===== src/rtl/ddr_init_seq.sv =====
// Multi-channel DDR bring-up sequencer: reset pulse, calibration wait with timeout, retries.
// Optional compare-error capture is built when DDR_INIT_CMP_ERR_EN is defined.
module ddr_init_seq #(
   parameter int CH_NUM     = 2,
   parameter int RST_CYCLES = 16,
   parameter int TIMEOUT    = 65536,
   parameter int MAX_RETRY  = 3
) (
   input  logic              clk,
   input  logic              rst_n,
   input  logic              start,
   input  logic              clear_err,
   input  logic [CH_NUM-1:0] calib_done,
   input  logic [CH_NUM-1:0] cmp_err,
   output logic [CH_NUM-1:0] ddr_rst,
   output logic              busy,
   output logic              all_ready,
   output logic              fail,
   output logic [CH_NUM-1:0] fail_mask,
   output logic [3:0]        retry_cnt,
   output logic [CH_NUM-1:0] err_sticky
);

   localparam int CNT_MAX = (TIMEOUT > RST_CYCLES) ? TIMEOUT : RST_CYCLES;
   localparam int CNT_W   = $clog2(CNT_MAX);
   localparam logic [CNT_W-1:0] RST_LAST  = CNT_W'(RST_CYCLES - 1);
   localparam logic [CNT_W-1:0] TO_LAST   = CNT_W'(TIMEOUT - 1);
   localparam logic [3:0]       RETRY_LIM = 4'(MAX_RETRY);

   typedef enum logic [2:0] {IDLE, RESET, WAIT, READY, FAIL} state_t;

   state_t            state_reg, state_next;
   logic [CNT_W-1:0]  cnt_reg;
   logic [CH_NUM-1:0] calib_s1_reg, calib_s_reg;
   logic [3:0]        retry_reg;
   logic [CH_NUM-1:0] fail_mask_reg;
   logic [CH_NUM-1:0] err_set;
   logic [CH_NUM-1:0] err_sticky_reg;
   logic              calib_all;
   logic              tmo_ev;
   logic              restart;

   assign calib_all = &calib_s_reg;

   always_ff @(posedge clk or negedge rst_n) begin
      if (!rst_n) state_reg <= IDLE;
      else        state_reg <= state_next;
   end

   // A lost calibration in READY is handled exactly like a WAIT timeout.
   always_comb begin
      state_next = state_reg;
      tmo_ev     = 1'b0;
      restart    = 1'b0;
      case (state_reg)
         IDLE, FAIL: begin
            if (start) begin
               state_next = RESET;
               restart    = 1'b1;
            end
         end
         RESET: if (cnt_reg == RST_LAST) state_next = WAIT;
         WAIT: begin
            if (calib_all)                state_next = READY;
            else if (cnt_reg == TO_LAST)  tmo_ev     = 1'b1;
         end
         READY: if (!calib_all) tmo_ev = 1'b1;
         default: state_next = IDLE;
      endcase
      if (tmo_ev) state_next = (retry_reg < RETRY_LIM) ? RESET : FAIL;
   end

   always_comb begin
      ddr_rst   = {CH_NUM{(state_reg == RESET) || !rst_n}};
      busy      = (state_reg == RESET) || (state_reg == WAIT);
      all_ready = (state_reg == READY);
      fail      = (state_reg == FAIL);
   end

   always_ff @(posedge clk or negedge rst_n) begin
      if (!rst_n) begin
         calib_s1_reg  <= '0;
         calib_s_reg   <= '0;
         cnt_reg       <= '0;
         retry_reg     <= '0;
         fail_mask_reg <= '0;
      end else begin
         calib_s1_reg <= calib_done;
         calib_s_reg  <= calib_s1_reg;

         if ((state_next != state_reg) || !((state_reg == RESET) || (state_reg == WAIT)))
            cnt_reg <= '0;
         else
            cnt_reg <= cnt_reg + CNT_W'(1);

         if (restart)
            retry_reg <= '0;
         else if (tmo_ev && (retry_reg < RETRY_LIM))
            retry_reg <= retry_reg + 4'd1;

         if (restart)
            fail_mask_reg <= '0;
         else if (tmo_ev)
            fail_mask_reg <= ~calib_s_reg;
         else if (state_reg == READY)
            fail_mask_reg <= fail_mask_reg | err_set;
      end
   end

`ifdef DDR_INIT_CMP_ERR_EN
   logic [CH_NUM-1:0] err_s1_reg, err_s_reg;

   always_ff @(posedge clk or negedge rst_n) begin
      if (!rst_n) begin
         err_s1_reg <= '0;
         err_s_reg  <= '0;
      end else begin
         err_s1_reg <= cmp_err;
         err_s_reg  <= err_s1_reg;
      end
   end

   genvar gi;
   generate
      for (gi = 0; gi < CH_NUM; gi++) begin : g_err
         logic sticky_reg;
         assign err_set[gi] = (state_reg == READY) && err_s_reg[gi];
         // A set in the same cycle as clear_err wins.
         always_ff @(posedge clk or negedge rst_n) begin
            if (!rst_n)            sticky_reg <= 1'b0;
            else if (err_set[gi])  sticky_reg <= 1'b1;
            else if (clear_err)    sticky_reg <= 1'b0;
         end
         assign err_sticky_reg[gi] = sticky_reg;
      end
   endgenerate
`else
   logic unused_err_in;
   assign unused_err_in  = ^{cmp_err, clear_err};
   assign err_set        = '0;
   assign err_sticky_reg = '0;
`endif

   assign fail_mask  = fail_mask_reg;
   assign retry_cnt  = retry_reg;
   assign err_sticky = err_sticky_reg;

endmodule


===== config.mk =====
export PLATFORM = sky130hd
export DESIGN_NAME = ddr_init_seq
export DESIGN_NICKNAME = d
export VERILOG_FILES = /design/src/rtl/ddr_init_seq.sv
export SDC_FILE = /design/constraint.sdc
export NUM_CORES = 1
export LEC_CHECK = 0
export CORE_ASPECT_RATIO = 0.8
export CORE_MARGIN = 1.5
export CORE_UTILIZATION = 25
export DETAILED_ROUTE_END_ITERATION = 10
export GPL_TIMING_DRIVEN = 0
export PLACE_DENSITY = 0.39
export SETUP_SLACK_MARGIN = 0.1
export SLEW_MARGIN = 20
export SYNTH_ARGS = -nofsm -noshare
export SYNTH_HDL_FRONTEND = slang
export SYNTH_SLANG_ARGS = --single-unit

===== constraint.sdc =====
create_clock -name clk -period 4.8 [get_ports clk]
set_input_delay 0.96 -clock clk [delete_from_list [all_inputs] [get_ports clk]]
set_output_delay 0.96 -clock clk [all_outputs]
set_load 0.02 [all_outputs]

==> flow_metrics.env, run 1 <==
export IMPL_status="completed"
export IMPL_r2r_cells=6
export IMPL_core_region_area_sq_um=5585
export IMPL_gp_congestion=0.7745
export IMPL_critPathMaxStageDelay_ns=0.53
export IMPL_setup_viol_count_final=0
export IMPL_synth_area_leaders="dfrtp_1 49%, xor2_1 6.5%, nor3_1 3.4%, nor2_1 3.3%, xnor2_1 2.9%"
export IMPL_areaGrowthSynthToFinish_pct=22.39
export IMPL_place_ws_ns=1.262
export IMPL_slew_headroom=0.5489
export IMPL_cts_buffer_depth=2
export IMPL_antenna_found_initial=0
export IMPL_ff_latch_area_sq_um=725.7
export IMPL_tightestPinTransition_ns=0.6767
export IMPL_hold_buffers=0
export IMPL_rsz0062_at_grt="false"
export IMPL_die_y_um=71.97
export IMPL_worst_slack_ns=1.370
export IMPL_r2r_start="cnt_reg[0]"
export IMPL_fin_crit_ns=3.430
export IMPL_power_frac_comb=0.349
export IMPL_drc=0
export IMPL_ys_ff_latch=29
export IMPL_r2r_slack_ns=2.62
export IMPL_cts_made_buffers=5
export IMPL_startpoint="rst_n"
export IMPL_htreeDepth=2
export IMPL_worstHoldEndpoint="calib_s_reg[1]"
export IMPL_synth_top_cell_by_area="dfrtp_1"
export IMPL_io_pins=21
export IMPL_ys_warnings_count=0
export IMPL_first_global_vias=1025
export IMPL_power_per_cell_area_nw_per_um2=436.8
export IMPL_hpwlAfterDp_um=2320
export IMPL_critical_path_peak_fanout=30
export IMPL_multiInputGateArea_sq_um=696.9
export IMPL_r2r_end="cnt_reg[2]"
export IMPL_cts_root_buf="clkbuf_8"
export IMPL_io_buffer_count=15
export IMPL_start_util=0.2661
export IMPL_final_common_cell="dfrtp_1"
export IMPL_synthCells=143
export IMPL_drt_pass1_iter_count=4
export IMPL_yosysSeqAreaShare=0.4882
export IMPL_cp_required_ns=3.84
export IMPL_seqPwrFrac=0.397
export IMPL_grt_pass1_wl_um=5361
export IMPL_start_kind="input pin"
export IMPL_cts_tree="built"
export IMPL_die_w_um=89.21
export IMPL_grt_util_all_layers=0.1142
export IMPL_grt_remaining_overflow=0
export IMPL_tns_ns=0
export IMPL_criticalPathCategory="input pin to output pin"
export IMPL_cts_clk_slew_worst_paths_ns=0.07
export IMPL_antenna_cells=0
export IMPL_final_nets=176
export IMPL_largest_reg_flops=16
export IMPL_arrival_ns=2.47
export IMPL_power_share_clock=0.254
export IMPL_route_layer_met1_wl_um=1635
export IMPL_worstHoldPathCells=0
export IMPL_dpl_cell_count=237
export IMPL_top_layer="met4"
export IMPL_report_final_hold_viol_count=0
export IMPL_setup_worst_path_end_class="output pin"
export IMPL_min_path_type="flop to flop"
export IMPL_whs_ns=0.3481
export IMPL_fmax_ghz=0.2916
export IMPL_die_area_sq_um=6420
export IMPL_wl_met3_um=146
export IMPL_wl_um=3257
export IMPL_dr_total_vias=1116
export IMPL_fin_worst_skew_ns=0.003000
export IMPL_syn_area_sq_um=1486
export IMPL_wl_met2_um=1412
export IMPL_rows=24
export IMPL_cts_resized=0
export IMPL_netSwitchingFraction=0.3728
export IMPL_synth_top_area_frac=0.4882
export IMPL_fin_cells=245
export IMPL_internal_power_w=0.0004984
export IMPL_grt_max_degree=31
export IMPL_avgSynthCellArea_sq_um=10.39
export IMPL_slew_violations=0
export IMPL_switchingPower_w=0.0002962
export IMPL_clock_latency_ns=0.28
export IMPL_hold_start="calib_s1_reg[1]"
export IMPL_ant_nets=0
export IMPL_ir_worst_vdd_mv=0.1677
export IMPL_worstPathCellList="buf_2, o21ai_0, buf_4, clkdlybuf4s50_1"
export IMPL_clock_sinks=29
export IMPL_layout_common_cells="29 x dfrtp_1, 14 x clkdlybuf4s50_1, 13 x nor2_1, 11 x xor2_1, 10 x nor3_1"
export IMPL_drive_above_1_share=0.1377
export IMPL_fin_crit_sh=0.7145
export IMPL_maxCapViolations=0
export IMPL_drt_initial_drc_count=35
export IMPL_cp_slowest_cell="buf_2"
export IMPL_post_cts_buffers=0
export IMPL_finalPower_w=0.0007947
export IMPL_fill_cells=591
export IMPL_wl_per_cell_um=13.29
export IMPL_synth_cell_types=35
export IMPL_leakage_nw=0.8149
export IMPL_vias_per_cell=4.555
[synth_stat cells]
| cell | number |
|---|---|
| and2b_2 | 3 |
| nor4_1 | 3 |
| nor2_1 | 13 |
| o22ai_1 | 1 |
| and3_1 | 3 |
| and4_1 | 1 |
| o21a_1 | 1 |
| nor3_1 | 10 |
| a21oi_1 | 5 |
| nand4_1 | 6 |
| nor4_4 | 1 |
| buf_4 | 4 |
| nand4_4 | 1 |
| nand2b_1 | 3 |
| nor2b_1 | 1 |
| o21bai_1 | 1 |
| nand3_1 | 7 |
| dfrtp_1 | 29 |
| xor2_1 | 11 |
| nor2_2 | 1 |
| and2_1 | 3 |
| xnor2_1 | 5 |
| nor3b_1 | 1 |
| conb_1 | 1 |
| o22a_1 | 1 |
| nand2_1 | 6 |
| buf_6 | 2 |
| o21ai_0 | 5 |
| or3_2 | 1 |
| a31oi_1 | 1 |
| inv_1 | 4 |
| o211ai_4 | 1 |
| ha_1 | 2 |
| o211ai_1 | 3 |
| mux2i_1 | 2 |
[critical path, delay by kind of cell]
family | cells | cell delay [ns]
AO/OA/AOI/OAI | 1 | 0.26
buffers and inverters | 3 | 1.25
[power groups by stage]
stage	Sequential (W)	Combinational, W	Clock, W
floorplan	0.000327	0.000171	0
global placement	0.000318	0.000277	0
detailed placement	0.000320	0.000280	0
CTS	0.000316	0.000282	0.000212
global route	0.000321	0.000304	0.000224
finish	0.000315	0.000278	0.000202
[worst max path at each step]
| stage | depth (start not counted) | end | slack [ns] |
|---|---|---|---|
| 6_report | 4 | ddr_rst[1] | 1.37 |
| 5_1_grt | 4 | ddr_rst[1] | 1.18 |
| 4_1_cts | 4 | ddr_rst[1] | 1.26 |
| 3_5_place_dp | 4 | ddr_rst[1] | 1.26 |
| 3_3_place_gp | 4 | ddr_rst[1] | 0.30 |
| 2_1_floorplan | 2 | ddr_rst[1] | 2.38 |
[metrics by stage]
stage | cell area (sq um) | utilization
2_1_floorplan | 1490 | -
3_3_place_gp | 1738 | 0.3112
3_5_place_dp | 1733 | 0.3103
4_1_cts | 1819 | 0.3257
5_1_grt | 1819 | 0.3257
6_report | 1819 | 0.3257
[cells by family (layout without fill, tap and decap cells)]
| family | Yosys count | after routing | synth area share |
|---|---|---|---|
| adders and majority gates | 2 | 2 | 0.01683 |
| other | 1 | 2 | 0.002523 |
| xor gates and xnor gates | 16 | 16 | 0.09427 |
| DFF | 29 | 29 | 0.4882 |
| buffers and inverters | 10 | 33 | 0.04545 |
| AOI/OAI and AO/OA | 19 | 19 | 0.08755 |
| and+or+nand+nor | 64 | 64 | 0.2517 |
| muxes | 2 | 2 | 0.01347 |
[cell type report]
| class | instances | area share |
|---|---|---|
| sequential | 29 | 0.3989 |
| multi-input combinational | 105 | 0.3831 |
| timing repair buffer | 15 | 0.07978 |
| tap | 78 | 0.05365 |
| clock buffer | 5 | 0.03783 |
| buffer | 6 | 0.02889 |
| clock inverter | 3 | 0.009629 |
| inverter | 4 | 0.008253 |
[layer usage]
| metal | vias up | GRT usage |
|---|---|---|
| li1 | 546 | - |
| met1 | 536 | 0.1688 |
| met2 | 27 | 0.1495 |
| met3 | 7 | 0.03185 |
| met4 | 0 | 0.05983 |
| met5 | - | 0 |
No activity file was read; power rests on OpenSTA's default activity.
==> inputs of run 2 (changes only) <==
==> constraint.sdc (replaced) <==
create_clock -name clk -period 3.5 [get_ports clk]
set_input_delay 0.7 -clock clk [delete_from_list [all_inputs] [get_ports clk]]
set_output_delay 0.7 -clock clk [all_outputs]
set_load 0.02 [all_outputs]
==> results of run 2 <==
Same layout as run 1 (identical final DEF). Status: completed.
Among the figures that moved: setup slack after placement 1.262 ns -> 0.4816 ns; setup slack after layout 1.370 ns -> 0.5903 ns; register-to-register setup slack 2.62 ns -> 1.32 ns; total power 0.0007947 W -> 0.001090 W; worst IR drop on VDD 0.1677 mV -> 0.2300 mV
==> RTL change: new RTL, settings of run 2 <==
Add a define of `DDR_INIT_CMP_ERR_EN`.
--- a/src/rtl/ddr_init_seq.sv
+++ b/src/rtl/ddr_init_seq.sv
@@ -1,4 +1,6 @@
 // Multi-channel DDR bring-up sequencer: reset pulse, calibration wait with timeout, retries.
 // Optional compare-error capture is built when DDR_INIT_CMP_ERR_EN is defined.
+`define DDR_INIT_CMP_ERR_EN
+
 module ddr_init_seq #(
    parameter int CH_NUM     = 2,
Formal check against the unedited RTL: no difference found for any inputs over 10 cycles, from zero or initial values and one cycle with rst_n low; that may be too few to reach the edited logic, so the function may still have changed.
==> RTL change against run 2 <==
  * Sequential cell count rose by 6
  * Utilization rose by 0.59 points
  * Routed wire length rose by 5.5%
  * Area after synthesis rose by 14%
  * Clock skew rose by 2.0 ps
  * Power rose by 37%
  * Design area rose by 18%
  * Sequential share of layout area rose by 0.90 points
  * Setup slack got worse by 96 ps
  * Count of clock-buffer cells in the layout rose by 1
  * Combinational power rose by 53%
==> RTL change: results (changes against run 2) <==
- Run status: finished, final reports clean
- Grt met2 use: 12.6% (-2.4 points)
- Diodes inserted: 0 (unchanged)
- Slew HR: 54.6% (-0.30 points)
- Port bufs: 20 (+5)
- Worst-path maximum fanout: 10 (-67%)
- Clock buffers: 6 (+1)
- Total Wirelength: 3440 um (+5.5%)
- Total iterations of the first detailed-routing run: 5 (+1)
- Post_cts resized: 0 (unchanged)
- Post-route setup slack: 495 ps (-95.7 ps)
- Worst vdd rail ir drop: 0.000321 V (+40%)
- Pin count of the biggest net entering global routing: 21 (-32%)
- Met1 Usage GRT: 16.5% (-0.35 points)
- Worst hold path type: input port to asynchronous set/reset pin
- Place WS: 511 ps (+29.6 ps)
- Distinct cells, synth: 40 (+14%)
- Reg2reg setup slack: 1090 ps (-230 ps)
- GRT Total Usage: 10.5% (-0.94 points)
- Met2 routed WL: 1350 um (-4.6%)
- CP arrival: 2310 ps (+100 ps)
- Layout fillers: 653 (+10%)
- Met3 usage in global routing: 3.47% (+0.29 points)
- Multi-input combinational area share: 35.1% (-3.2 points)
- Layout clock area frac: 5.48% (+0.73 points)
- Via density: 4.46 (-2.0%)
- Number of sequential cells: 35 (+21%)
- Avg Cell Area, Syn: 11.1 um2 (+6.7%)
- Buffering overhead: 12.8% (+2.0 points)
- Slowest-stage cell, CP: clkdlybuf4s50_1
- Top cells by count, synth: dfrtp_1 (35), nor2_1 (10), nor2_2 (10), xor2_1 (10), nand3_1 (7)
- Initial DRC count: 62 (+77%)
- Signal inverters: 5 (+1)
- Register area share after synthesis: 51.6% (+2.8 points)
- Post-route non-filler standard cell count: 266 (+8.6%)
- Nets: 191 (+8.5%)
- DP Cell Count: 258 (+8.9%)
- Proportion of layout cells with a drive suffix above 1: 20.9% (+7.1 points)
- DP HPWL: 2620 um (+13%)
- WL met1: 1900 um (+16%)
- Area contributors post-synth: dfrtp_1 (52%), xor2_1 (5.2%), nor2_2 (3.7%)
- Sequential share of cell area: 40.8% (+0.90 points)
- Vias in the first global route: 1,167 (+14%)
- Metal3 WL: 144 um (-1.4%)
- Global-route wire length before repair: 5870 um (+9.5%)
- P_leak: 0.919 nW (+13%)
- CP max stage delay: 650 ps (+120 ps)
- Routability cong.: 0.735 (-5.1%)
- Non-Clock Buffer Count: 29 (+38%)
[RTL change: changes by cell type after synthesis, sizes merged, moves of 4 or more]
cell    change
o21ai       -4
nor2        +6
dfrtp       +6
a211oi      +5
o211ai      -4
nor3        -6
[RTL change: final timing paths]
check | from | end | cells after the start
min in group clk | err_s1_reg[0] | err_s_reg[0] | 0
worst max-delay path | state_reg[1] | all_ready | 5
max in group asynchronous | rst_n | cnt_reg[15] | 2
worst min register to register | err_s1_reg[0] | err_s_reg[0] | 0
worst max register to register | cnt_reg[0] | cnt_reg[13] | 7
worst min-delay path | rst_n | retry_cnt[3] | 1
[RTL change: metrics by stage]
| stage | utilization [%] | hold WS, ps | area, um2 |
|---|---|---|---|
| floorplan | - | 331 | 1700 |
| global placement | 30.9 | 334 | 2000 |
| detailed placement | 31.3 | 336 | 2020 |
| CTS | 33.1 | 353 | 2140 |
| global route | 33.2 | 365 | 2150 |
| finish | 33.2 | 349 | 2150 |
[RTL change: kinds of logic (layout without fill, tap and decap cells)]
family,count (synthesis),count (layout),share of synthesized area [%]
multiplexers,1,1,0.590
buffers and inverters,13,42,4.20
AO/OA/AOI/OAI,21,21,11.1
flip-flops,35,35,51.6
AND/OR/NAND/NOR,66,66,23.3
adder cells (fa/ha/maj),2,2,1.47
XOR/XNOR,15,15,7.74
[RTL change: power by group]
group	internal [mW]	switching (mW)
Combinational	0.268	0.316
Clock	0.230	0.144
Sequential	0.474	0.0560
Total	0.972	0.516
[RTL change: worst register-to-register path, delay by kind of cell, from the launching register on]
kind	cells	cell delay, ps
AND/OR/NAND/NOR	3	870
AO/OA/AOI/OAI	2	540
flip-flops	1	410
adder cells (fa/ha/maj)	1	260
buffers and inverters	1	220
